$ cat src/rtl/alu_pkg.sv
// Shared definitions for the iterative ALU: opcode type and values,
// FSM state encoding, and a helper that classifies multi-cycle opcodes.
package alu_pkg;

    typedef logic [5:0] opcode_t;

    localparam opcode_t OP_ADD  = 6'h00;
    localparam opcode_t OP_SUB  = 6'h01;
    localparam opcode_t OP_EQ   = 6'h02;
    localparam opcode_t OP_NE   = 6'h03;
    localparam opcode_t OP_LE   = 6'h04;
    localparam opcode_t OP_GT   = 6'h05;
    localparam opcode_t OP_LLS  = 6'h06;
    localparam opcode_t OP_LRS  = 6'h07;
    localparam opcode_t OP_ARS  = 6'h08;
    localparam opcode_t OP_MUL  = 6'h09;
    localparam opcode_t OP_DIVU = 6'h0A;
    localparam opcode_t OP_REMU = 6'h0B;

    typedef enum logic [1:0] {
        ST_IDLE = 2'd0,
        ST_CALC = 2'd1,
        ST_DONE = 2'd2
    } state_t;

    // Opcodes served by the bit-serial multiply/divide engine.
    function automatic logic is_muldiv(input opcode_t op);
        return (op == OP_MUL) || (op == OP_DIVU) || (op == OP_REMU);
    endfunction

endpackage

$ cat src/rtl/alu_muldiv_iter.sv
// Bit-serial multiply (shift-add, low WIDTH bits) and restoring unsigned
// divide. Operands load on i_start; one bit is retired per cycle. o_done is
// high during the cycle of the last iteration, and o_lo/o_rem then carry the
// post-iteration values so the caller can capture the final result on that edge.
module alu_muldiv_iter #(
    parameter int WIDTH = 32
) (
    input  logic             clk,
    input  logic             rst,
    input  logic             i_start,
    input  logic             i_div,
    input  logic [WIDTH-1:0] i_a,
    input  logic [WIDTH-1:0] i_b,
    output logic             o_done,
    output logic [WIDTH-1:0] o_lo,
    output logic [WIDTH-1:0] o_rem
);

    localparam int CW = $clog2(WIDTH);

    logic             r_busy;
    logic [CW-1:0]    r_cnt;
    logic             r_div;
    logic [WIDTH-1:0] r_acc;   // product accumulator / partial remainder
    logic [WIDTH-1:0] r_x;     // shifted multiplicand / dividend-quotient
    logic [WIDTH-1:0] r_y;     // shifted multiplier / divisor

    logic [WIDTH:0]   w_rem_sh;
    logic [WIDTH-1:0] w_diff;
    logic [WIDTH-1:0] w_acc_nxt;
    logic [WIDTH-1:0] w_x_nxt;
    logic [WIDTH-1:0] w_y_nxt;

    // Next-iteration values for both algorithms sharing the same registers.
    always_comb begin
        w_rem_sh  = {r_acc, r_x[WIDTH-1]};
        w_diff    = w_rem_sh[WIDTH-1:0] - r_y;
        w_acc_nxt = r_acc;
        w_x_nxt   = r_x;
        w_y_nxt   = r_y;
        if (r_div) begin
            if (w_rem_sh >= {1'b0, r_y}) begin
                w_acc_nxt = w_diff;
                w_x_nxt   = {r_x[WIDTH-2:0], 1'b1};
            end else begin
                w_acc_nxt = w_rem_sh[WIDTH-1:0];
                w_x_nxt   = {r_x[WIDTH-2:0], 1'b0};
            end
        end else begin
            w_acc_nxt = r_acc + (r_y[0] ? r_x : '0);
            w_x_nxt   = {r_x[WIDTH-2:0], 1'b0};
            w_y_nxt   = {1'b0, r_y[WIDTH-1:1]};
        end
    end

    assign o_done = r_busy && (r_cnt == CW'(WIDTH - 1));
    assign o_lo   = r_div ? w_x_nxt : w_acc_nxt;
    assign o_rem  = w_acc_nxt;

    // Iteration control: busy flag and bit counter, cleared by reset.
    always_ff @(posedge clk or posedge rst) begin
        if (rst) begin
            r_busy <= 1'b0;
            r_cnt  <= '0;
        end else if (i_start) begin
            r_busy <= 1'b1;
            r_cnt  <= '0;
        end else if (r_busy) begin
            r_cnt <= r_cnt + 1'b1;
            if (o_done) begin
                r_busy <= 1'b0;
            end
        end
    end

    // Datapath registers: load on start, advance one bit while busy.
    always_ff @(posedge clk) begin
        if (i_start) begin
            r_div <= i_div;
            r_acc <= '0;
            r_x   <= i_a;
            r_y   <= i_b;
        end else if (r_busy) begin
            r_acc <= w_acc_nxt;
            r_x   <= w_x_nxt;
            r_y   <= w_y_nxt;
        end
    end

endmodule

$ cat src/rtl/alu_iter.sv
// Iterative ALU with valid/ready handshakes. Single-cycle ops are computed
// combinationally from the offered operands and registered on the accept
// edge; MUL/DIVU/REMU run through alu_muldiv_iter for WIDTH cycles.
module alu_iter
    import alu_pkg::*;
#(
    parameter int WIDTH = 32,
    parameter int SHW   = $clog2(WIDTH)
) (
    input  logic             clk,
    input  logic             rst,
    input  logic             in_valid,
    output logic             in_ready,
    input  logic [WIDTH-1:0] a,
    input  logic [WIDTH-1:0] b,
    input  opcode_t          opCode,
    input  logic             c,
    output logic             out_valid,
    input  logic             out_ready,
    output logic [WIDTH-1:0] ans1,
    output logic             ans2,
    output logic             Z,
    output logic             N,
    output logic             dbz,
    output logic             ill
);

    state_t           r_state;
    opcode_t          r_op;

    logic signed [WIDTH-1:0] w_sa;
    logic signed [WIDTH-1:0] w_sb;
    logic [SHW-1:0]   w_sh;
    logic [WIDTH:0]   w_sum;
    logic [WIDTH-1:0] w_res;
    logic             w_cry;
    logic             w_dbz;
    logic             w_ill;
    logic             w_div_zero;
    logic             w_start;
    logic             w_md_done;
    logic [WIDTH-1:0] w_md_lo;
    logic [WIDTH-1:0] w_md_rem;
    logic [WIDTH-1:0] w_md_res;

    assign w_sa = a;
    assign w_sb = b;
    assign w_sh = b[SHW-1:0];

    assign in_ready  = (r_state == ST_IDLE);
    assign out_valid = (r_state == ST_DONE);

    // Division by zero bypasses the iterative engine entirely.
    assign w_div_zero = ((opCode == OP_DIVU) || (opCode == OP_REMU)) && (b == '0);
    assign w_start    = in_valid && (r_state == ST_IDLE) && is_muldiv(opCode) && !w_div_zero;
    assign w_md_res   = (r_op == OP_REMU) ? w_md_rem : w_md_lo;

    // Single-cycle result and flags for the offered opcode.
    always_comb begin
        w_res = '0;
        w_cry = 1'b0;
        w_dbz = 1'b0;
        w_ill = 1'b0;
        w_sum = {1'b0, a} + {1'b0, b} + {{WIDTH{1'b0}}, c};
        case (opCode)
            OP_ADD: begin
                w_res = w_sum[WIDTH-1:0];
                w_cry = w_sum[WIDTH];
            end
            OP_SUB: begin
                w_res = a - b - {{(WIDTH-1){1'b0}}, c};
                w_cry = ({1'b0, a} >= ({1'b0, b} + {{WIDTH{1'b0}}, c}));
            end
            OP_EQ:   w_res = {{(WIDTH-1){1'b0}}, (a == b)};
            OP_NE:   w_res = {{(WIDTH-1){1'b0}}, (a != b)};
            OP_LE:   w_res = {{(WIDTH-1){1'b0}}, (w_sa <= w_sb)};
            OP_GT:   w_res = {{(WIDTH-1){1'b0}}, (w_sa > w_sb)};
            OP_LLS:  w_res = a << w_sh;
            OP_LRS:  w_res = a >> w_sh;
            OP_ARS:  w_res = w_sa >>> w_sh;
            OP_MUL:  w_res = '0;
            OP_DIVU: begin
                w_res = '1;
                w_dbz = 1'b1;
            end
            OP_REMU: begin
                w_res = a;
                w_dbz = 1'b1;
            end
            default: w_ill = 1'b1;
        endcase
    end

    alu_muldiv_iter #(
        .WIDTH (WIDTH)
    ) u_muldiv (
        .clk     (clk),
        .rst     (rst),
        .i_start (w_start),
        .i_div   (opCode != OP_MUL),
        .i_a     (a),
        .i_b     (b),
        .o_done  (w_md_done),
        .o_lo    (w_md_lo),
        .o_rem   (w_md_rem)
    );

    // Handshake FSM with registered result and flags.
    always_ff @(posedge clk or posedge rst) begin
        if (rst) begin
            r_state <= ST_IDLE;
            r_op    <= OP_ADD;
            ans1    <= '0;
            ans2    <= 1'b0;
            Z       <= 1'b0;
            N       <= 1'b0;
            dbz     <= 1'b0;
            ill     <= 1'b0;
        end else begin
            case (r_state)
                ST_IDLE: begin
                    if (in_valid) begin
                        r_op <= opCode;
                        if (w_start) begin
                            r_state <= ST_CALC;
                        end else begin
                            r_state <= ST_DONE;
                            ans1    <= w_res;
                            ans2    <= w_cry;
                            Z       <= (w_res == '0);
                            N       <= w_res[WIDTH-1];
                            dbz     <= w_dbz;
                            ill     <= w_ill;
                        end
                    end
                end
                ST_CALC: begin
                    if (w_md_done) begin
                        r_state <= ST_DONE;
                        ans1    <= w_md_res;
                        ans2    <= 1'b0;
                        Z       <= (w_md_res == '0);
                        N       <= w_md_res[WIDTH-1];
                        dbz     <= 1'b0;
                        ill     <= 1'b0;
                    end
                end
                ST_DONE: begin
                    if (out_ready) begin
                        r_state <= ST_IDLE;
                    end
                end
                default: r_state <= ST_IDLE;
            endcase
        end
    end

endmodule

$ cat config.mk
export PLATFORM = sky130hd
export DESIGN_NAME = alu_iter
export DESIGN_NICKNAME = d
export VERILOG_FILES = /design/src/rtl/alu_pkg.sv /design/src/rtl/alu_muldiv_iter.sv /design/src/rtl/alu_iter.sv
export SDC_FILE = /design/constraint.sdc
export NUM_CORES = 1
export LEC_CHECK = 0
export CAP_MARGIN = 20
export CORE_MARGIN = 4
export CORE_UTILIZATION = 40
export CTS_CLUSTER_DIAMETER = 50
export CTS_CLUSTER_SIZE = 14
export DETAILED_ROUTE_END_ITERATION = 16
export PLACE_DENSITY = 0.64
export SLEW_MARGIN = 20
export SYNTH_ARGS = -nofsm -noshare
export SYNTH_HDL_FRONTEND = slang
export SYNTH_SLANG_ARGS = --single-unit
$ cat constraint.sdc
create_clock -name clk -period 4.26 [get_ports clk]
set_input_delay 0.639 -clock clk [delete_from_list [all_inputs] [get_ports clk]]
set_output_delay 0.639 -clock clk [all_outputs]
set_load 0.03 [all_outputs]
==> results.py, run 1 <==
metrics = {
    "setup_path": {
        "endpoint": "Z",
        "reg2reg_depth": 19,
        "worst-r2r-setup-slack_ns": -0.20,
        "start_kind": "register",
        "startpoint": "u_muldiv.r_y[0]",
        "crit_required_ns": 4.63,
        "cp_max_fo": 4,
        "crit_type": "register to register",
        "arrival_ns": 4.83,
        "rr_endpoint": "Z",
        "r2r-start": "u_muldiv.r_y[0]",
        "cp-end-kind": "register",
    },
    "clock_network": {
        "clockBufferDepth": 2,
        "clk_latency_ns": 0.45,
        "numCtsBuffers": 17,
        "clockRootBuffer": "clkbuf_16",
        "ctsHoldBuffers": 0,
        "cts_sinks": 147,
        "cts_tree": "yes",
        "h-tree-depth": 4,
        "clk_pin_slew_worst_paths_ns": 0.07,
    },
    "die": {
        "die_x_um": 243,
        "start_util_pct": 40.7,
        "die_area_um2": 58900,
        "core-area_um2": 54100,
        "io_pins": 114,
        "rows": 85,
        "die_y_um": 243,
    },
    "placed_design": {
        "dp.cells": 4473,
        "io_buffers": 113,
        "dp_slack_ns": -1.54,
        "gp_congestion": 1.06,
        "hpwlAfterDp_um": 93600,
    },
    "grt": {
        "gr-total-overflow": 0,
        "antenna_found_initial": 3,
        "busiest_layer": "met2",
        "grt_max_degree": 66,
        "grt_pass1_vias": 26500,
        "grt_use_met1_pct": 52.9,
        "grt_pass1_wl_um": 168000,
        "grtUsageTotal_pct": 37.0,
        "met3_usage_pct": 9.22,
        "use_met2_pct": 54.6,
    },
    "power_and_ir_drop": {
        "p_leak_nw": 14.7,
        "vdd_drop_max_v": 0.000426,
        "p_comb_share_pct": 75.4,
        "p_clk_share_pct": 10.0,
        "power_frac_seq_pct": 14.6,
        "internal_power_w": 0.00826,
        "swShare_pct": 47.5,
        "switchingPower_w": 0.00747,
        "power_density_nw_per_um2": 488,
        "power_w": 0.0157,
    },
    "route": {
        "drc": 0,
        "wl_um": 115000,
        "ant_nets": 0,
        "vias": 27900,
        "drt_iter0_markers": 3352,
        "vias_per_cell": 6.14,
        "drt_first_pass_iters": 6,
        "wl_per_cell_um": 25.3,
    },
    "run": {
        "maxCapViolCount": 0,
    },
    "sta": {
        "slew_headroom_pct": 24.4,
        "clock.fmax_mhz": 224,
        "worst_slew_pin_slew_ns": 1.13,
        "fin_crit_ns": 4.46,
        "maxSlewViolCount": 0,
        "rsz0062_at_grt": "yes",
        "period_share_pct": 105,
        "finalSetupViolCount": 1,
        "hold_viol_final": 0,
        "setup_ws_ns": -0.196,
        "hold-worst-slack_ns": 0.465,
        "finalClockSkew_ns": 0.0104,
    },
    "layout": {
        "drive_gt1_share_pct": 32.6,
        "nets": 4147,
        "final_common_cell": "buf_4",
        "final_core_util_pct": 59.5,
        "n_fill_cell": 4957,
        "final_cell_mix": "buf_4, nand2_1, nor2_1",
        "area_growth_pct": 46.3,
        "stdcell_count": 4551,
    },
    "synth": {
        "ys.flop_type": "edfxtp_1",
        "ys_async_sr_fraction_pct": 34.0,
        "synth_warnings": 0,
        "avgSynthCellArea_um2": 7.46,
        "synth_fp_nets": 3260,
        "synth_seq_cells": 147,
        "synth-edff-count": 65,
        "yosysSeqAreaShare_pct": 17.5,
        "netlist_area_um2": 22000,
        "yosysUniqueCellTypes": 92,
        "synthesis.instances": 2954,
    },
    "outcome": {
        "status": "finished, violations left",
        "failed_checks": "setup timing",
    },
    "hold_path": {
        "hold_class": "register to register",
    },
}
[metrics by stage]
stage               area (um2)  TNS (ns)
detailed placement       30400    -11.41
floorplan                22200    -0.185
finish                   32200    -0.196
global placement         30400    -12.04
CTS                      31600  -0.00872
global route             32200    -0.221
[sequential cells by signal, summed over array words and instances (netlist names)]
signal           cells
u_muldiv.r_x        32
u_muldiv.r_cnt       5
u_muldiv.r_y        32
dbz                  1
r_state              2
ans2                 1
Z                    1
ans1                32
ill                  1
u_muldiv.r_busy      1
r_op                 6
u_muldiv.r_div       1
u_muldiv.r_acc      32
[cells in the mapped netlist, drive strengths merged, types with 19 or more instances]
cell,n,area (um2)
nor4,37,238
nor2,257,972
o31ai,26,195
o21ai,212,1060
a22oi,22,165
a31oi,45,282
ha,225,2820
mux2,68,766
dfxtp,32,641
a221oi,29,254
nand4,51,319
nand2b,29,181
xor2,37,324
a21o,53,398
buf,42,205
o21bai,23,173
mux2i,101,1010
nor2b,25,156
inv,187,702
o22ai,31,194
and3,19,119
a211oi,50,375
nor3,60,300
edfxtp,65,1950
nand2,314,1180
o211ai,50,380
a21oi,216,1080
clkbuf,157,589
dfrtp,50,1250
o21a,25,188
and2,47,294
nand3,63,315
xnor2,95,832
[final cells by class]
type | count | area [um2] | share of cell area [%]
clock inverters | 15 | 156 | 0.485
diodes | 1 | 2.50 | 0.00776
flip-flops and latches | 147 | 3840 | 11.9
multi-input cells | 2420 | 17700 | 54.8
well taps | 696 | 871 | 2.70
clock buffers | 17 | 425 | 1.32
repair buffers | 1067 | 8550 | 26.5
inverters | 188 | 711 | 2.21
[repair_timing]
item,4_1_cts,5_1_grt
cloned,0,1
pin swaps,44,57
resized for setup,114,111
setup buffers,29,16
endpoints found under the setup margin,15,9
hold endpoints to repair,0,0
[routing by layer]
layer / wire (um) / part of all wire, %
met4: 4890 / 4.2
met1: 49700 / 43
met5: 21 / 0.018
met2: 47400 / 41
met3: 13400 / 12
[critical path, stage by stage (launching register included)]
cell and delay [ns]:
edfxtp_1 0.46, buf_4 0.15, buf_4 0.09, ha_2 0.16, inv_1 0.06, fa_2 0.39
a21o_1 0.22, a311o_1 0.38, a31o_2 0.28, a21bo_2 0.26, xnor2_4 0.19, a21boi_1 0.12
o22ai_2 0.28, nand2_1 0.10, nor4_1 0.26, nand4_1 0.26, nor4_1 0.35, buf_4 0.16
nand4_1 0.12, o211ai_2 0.09
[how the worst min path moves through the flow]
stage / startpoint / endpoint / slack (ns) / cells past startpoint
6_report: ans1[21] / ans1[21] / 0.46 / 2
5_1_grt: r_op[3] / r_op[3] / 0.51 / 2
4_1_cts: ans1[21] / ans1[21] / 0.47 / 2
3_5_place_dp: ans1[21] / ans1[21] / 0.46 / 2
3_3_place_gp: r_op[3] / r_op[3] / 0.45 / 2
2_1_floorplan: r_op[3] / r_op[3] / 0.44 / 2
[cells by family after synthesis]
family | Yosys count | share of synthesized area [%]
AO/OA/AOI/OAI | 908 | 26.7
XOR/XNOR | 132 | 5.25
adder cells (fa/ha/maj) | 232 | 13.4
buffers and inverters | 387 | 6.81
flip-flops | 147 | 17.5
multiplexers | 186 | 9.81
AND/OR/NAND/NOR | 962 | 20.6
[power groups by stage]
| stage | clock network [W] | logic, W | registers (W) |
|---|---|---|---|
| after global placement | 0 | 0.0108 | 0.00230 |
| after global routing | 0.00163 | 0.0127 | 0.00234 |
| after detailed placement | 0 | 0.0110 | 0.00231 |
| after floorplan | 0 | 0.00578 | 0.00234 |
| final | 0.00157 | 0.0119 | 0.00230 |
| after CTS | 0.00157 | 0.0113 | 0.00228 |
(Power assumes the default switching activity.)
==> run 2: changes to the inputs <==
--- a/config.mk
+++ b/config.mk
@@ -6,12 +6,14 @@
 export NUM_CORES = 1
 export LEC_CHECK = 0
 export CAP_MARGIN = 20
+export CORE_ASPECT_RATIO = 1.5
 export CORE_MARGIN = 4
 export CORE_UTILIZATION = 40
 export CTS_CLUSTER_DIAMETER = 50
-export CTS_CLUSTER_SIZE = 14
+export CTS_CLUSTER_SIZE = 12
 export DETAILED_ROUTE_END_ITERATION = 16
 export PLACE_DENSITY = 0.64
+export REMOVE_ABC_BUFFERS = 1
 export SLEW_MARGIN = 20
 export SYNTH_ARGS = -nofsm -noshare
 export SYNTH_HDL_FRONTEND = slang
==> run 2 against run 1 <==
The run still ends with setup timing left; die area up 0.13%; sequential share of layout area down 0.055 points; register-to-register slack hardly changed; clock skew is 0.0033 ns higher; setup slack gained 0.0040 ns; largest cell class unchanged; highest routed layer unchanged.
==> results.py, run 2 (synthesis results as in run 1) <==
metrics = {
    "sta": {
        "fin_crit_ns": 4.45,
        "worst_slew_pin_slew_ns": 0.963,
        "finalClockSkew_ns": 0.0137,
        "hold_viol_final": 0,
        "finalSetupViolCount": 1,
        "timing.setup.tns_ns": -0.192,
        "hold-worst-slack_ns": 0.483,
        "slew_headroom_pct": 35.0,
        "period_share_pct": 105,
        "setup_ws_ns": -0.192,
        "clock.fmax_mhz": 225,
        "maxSlewViolCount": 0,
        "rsz0062_at_grt": "yes",
    },
    "power_and_ir_drop": {
        "power_w": 0.0163,
        "p_leak_nw": 14.8,
        "power_density_nw_per_um2": 503,
        "vdd_drop_max_v": 0.000388,
    },
    "clock_network": {
        "numCtsBuffers": 17,
        "h-tree-depth": 4,
        "clk_pin_slew_worst_paths_ns": 0.07,
        "clk_latency_ns": 0.46,
        "cts_sinks": 147,
        "cts_tree": "yes",
        "ctsHoldBuffers": 0,
        "clockRootBuffer": "clkbuf_16",
        "clockBufferDepth": 2,
    },
    "layout": {
        "final_core_util_pct": 59.2,
        "area_growth_pct": 47.0,
        "nets": 4178,
        "design_area_um2": 32400,
        "final_common_cell": "buf_4",
        "n_fill_cell": 5141,
        "final_cell_mix": "buf_4, nand2_1, nor2_1",
        "drive_gt1_share_pct": 33.1,
    },
    "route": {
        "wl_um": 126000,
        "wl_per_cell_um": 27.5,
        "drt_first_pass_iters": 6,
        "drc": 0,
        "vias": 28000,
        "vias_per_cell": 6.11,
        "drt_iter0_markers": 2325,
        "ant_nets": 0,
    },
    "run": {
        "maxCapViolCount": 0,
    },
    "setup_path": {
        "start_kind": "register",
        "critPathMaxStageDelay_ns": 0.56,
        "crit_type": "register to register",
        "cp-end-kind": "register",
        "path_cells": "inv_1 -> ha_2 -> inv_2 -> fa_2 -> a21o_1 -> buf_4 -> a311o_1 -> a31o_4 -> a21bo_2 -> xnor2_2 -> a21boi_1 -> o22ai_2 -> nand2_2 -> nor4_2 -> nand4_1 -> buf_4 -> nor4_4 -> buf_4 -> nand4_1 -> o211ai_2",
        "crit_required_ns": 4.64,
        "slowest_stage": "edfxtp_1",
        "critPathTopFamily": "compound AO/OA/AOI/OAI gates",
        "critPathMostFrequentCell": "buf_4",
        "crit_buf_inv": 5,
        "cp_max_fo": 4,
        "arrival_ns": 4.83,
    },
    "outcome": {
        "failed_checks": "setup timing",
        "status": "finished, violations left",
    },
    "placed_design": {
        "gp_congestion": 1.11,
        "hpwlAfterDp_um": 103000,
        "io_buffers": 113,
        "dpl_cell_area_um2": 30500,
    },
    "die": {
        "rows": 105,
        "start_util_pct": 40.3,
        "die_area_um2": 59000,
        "io_pins": 114,
        "die_y_um": 295,
        "die_x_um": 200,
        "core-area_um2": 54700,
    },
    "grt": {
        "grt_max_degree": 62,
        "grt_pass1_wl_um": 181000,
        "antenna_found_initial": 4,
        "grtUsageTotal_pct": 41.4,
        "grt_pass1_vias": 28800,
        "gr-total-overflow": 0,
    },
    "hold_path": {
        "hold_class": "register to register",
    },
}
[run 2: changes by cell type in the layout (fill, tap and decap cells not counted), moves of 5 or more]
cell	before	now
buf_4	929	968
clkdlybuf4s50_1	78	86
dlymetal6s2s_1	13	7
ha_1	198	204
ha_4	18	12
a211oi_1	40	35
nor3_2	9	4
[run 2: worst paths after layout]
kind | cells past startpoint | endpoint | from | slack [ns]
worst min-delay path | 2 | ans1[21] | ans1[21] | 0.48
worst max-delay path | 20 | Z | u_muldiv.r_x[31] | -0.19
min in group asynchronous | 2 | dbz | rst | 0.59
max in group asynchronous | 3 | ans1[17] | rst | 2.79
worst min register to register | 2 | ans1[21] | ans1[21] | 0.48
worst max register to register | 20 | Z | u_muldiv.r_x[31] | -0.19
[run 2: through the flow]
step,cells,worst slack (ns)
floorplan,2755,-5.86
global placement,4509,-1.53
detailed placement,4509,-1.44
CTS,4565,-0.0671
global route,4580,-0.310
finish,4583,-0.192
[run 2: area by class of cell]
type,count,area [um2],area share [%]
multi-input combinational,2420,17600,54.5
timing repair buffer,1098,8680,26.8
sequential,147,3840,11.9
tap,695,870,2.69
inverter,188,708,2.19
clock buffer,19,475,1.47
clock inverter,13,156,0.483
antenna,3,7.51,0.0232
[run 2: power breakdown]
part	switching, W	internal (W)
Clock	0.000713	0.000952
Combinational	0.00663	0.00567
Sequential	0.000326	0.00198
Total	0.00767	0.00861
[run 2: layer usage]
metal | part of all wire, % | GRT usage [%] | vias up
met5 | 0.016 | 0 | -
met4 | 12 | 38.6 | 2
met3 | 6.4 | 6.28 | 591
met2 | 47 | 69.9 | 1401
met1 | 34 | 43.4 | 13400
li1 | - | - | 12700
[run 2: timing repair]
item	CTS	global route
resized for setup	126	112
cloned	0	0
setup buffers	25	16
pin swaps	42	54
endpoints found under the setup margin	14	11
[run 2: worst register-to-register path: cells and delay by family, from the launching register on]
family	cells	cell delay, ns
flops	1	0.56
xor+xnor	1	0.23
simple gates	5	0.92
buf+inv	5	0.63
compound gates	7	1.53
fa+ha+maj	2	0.52
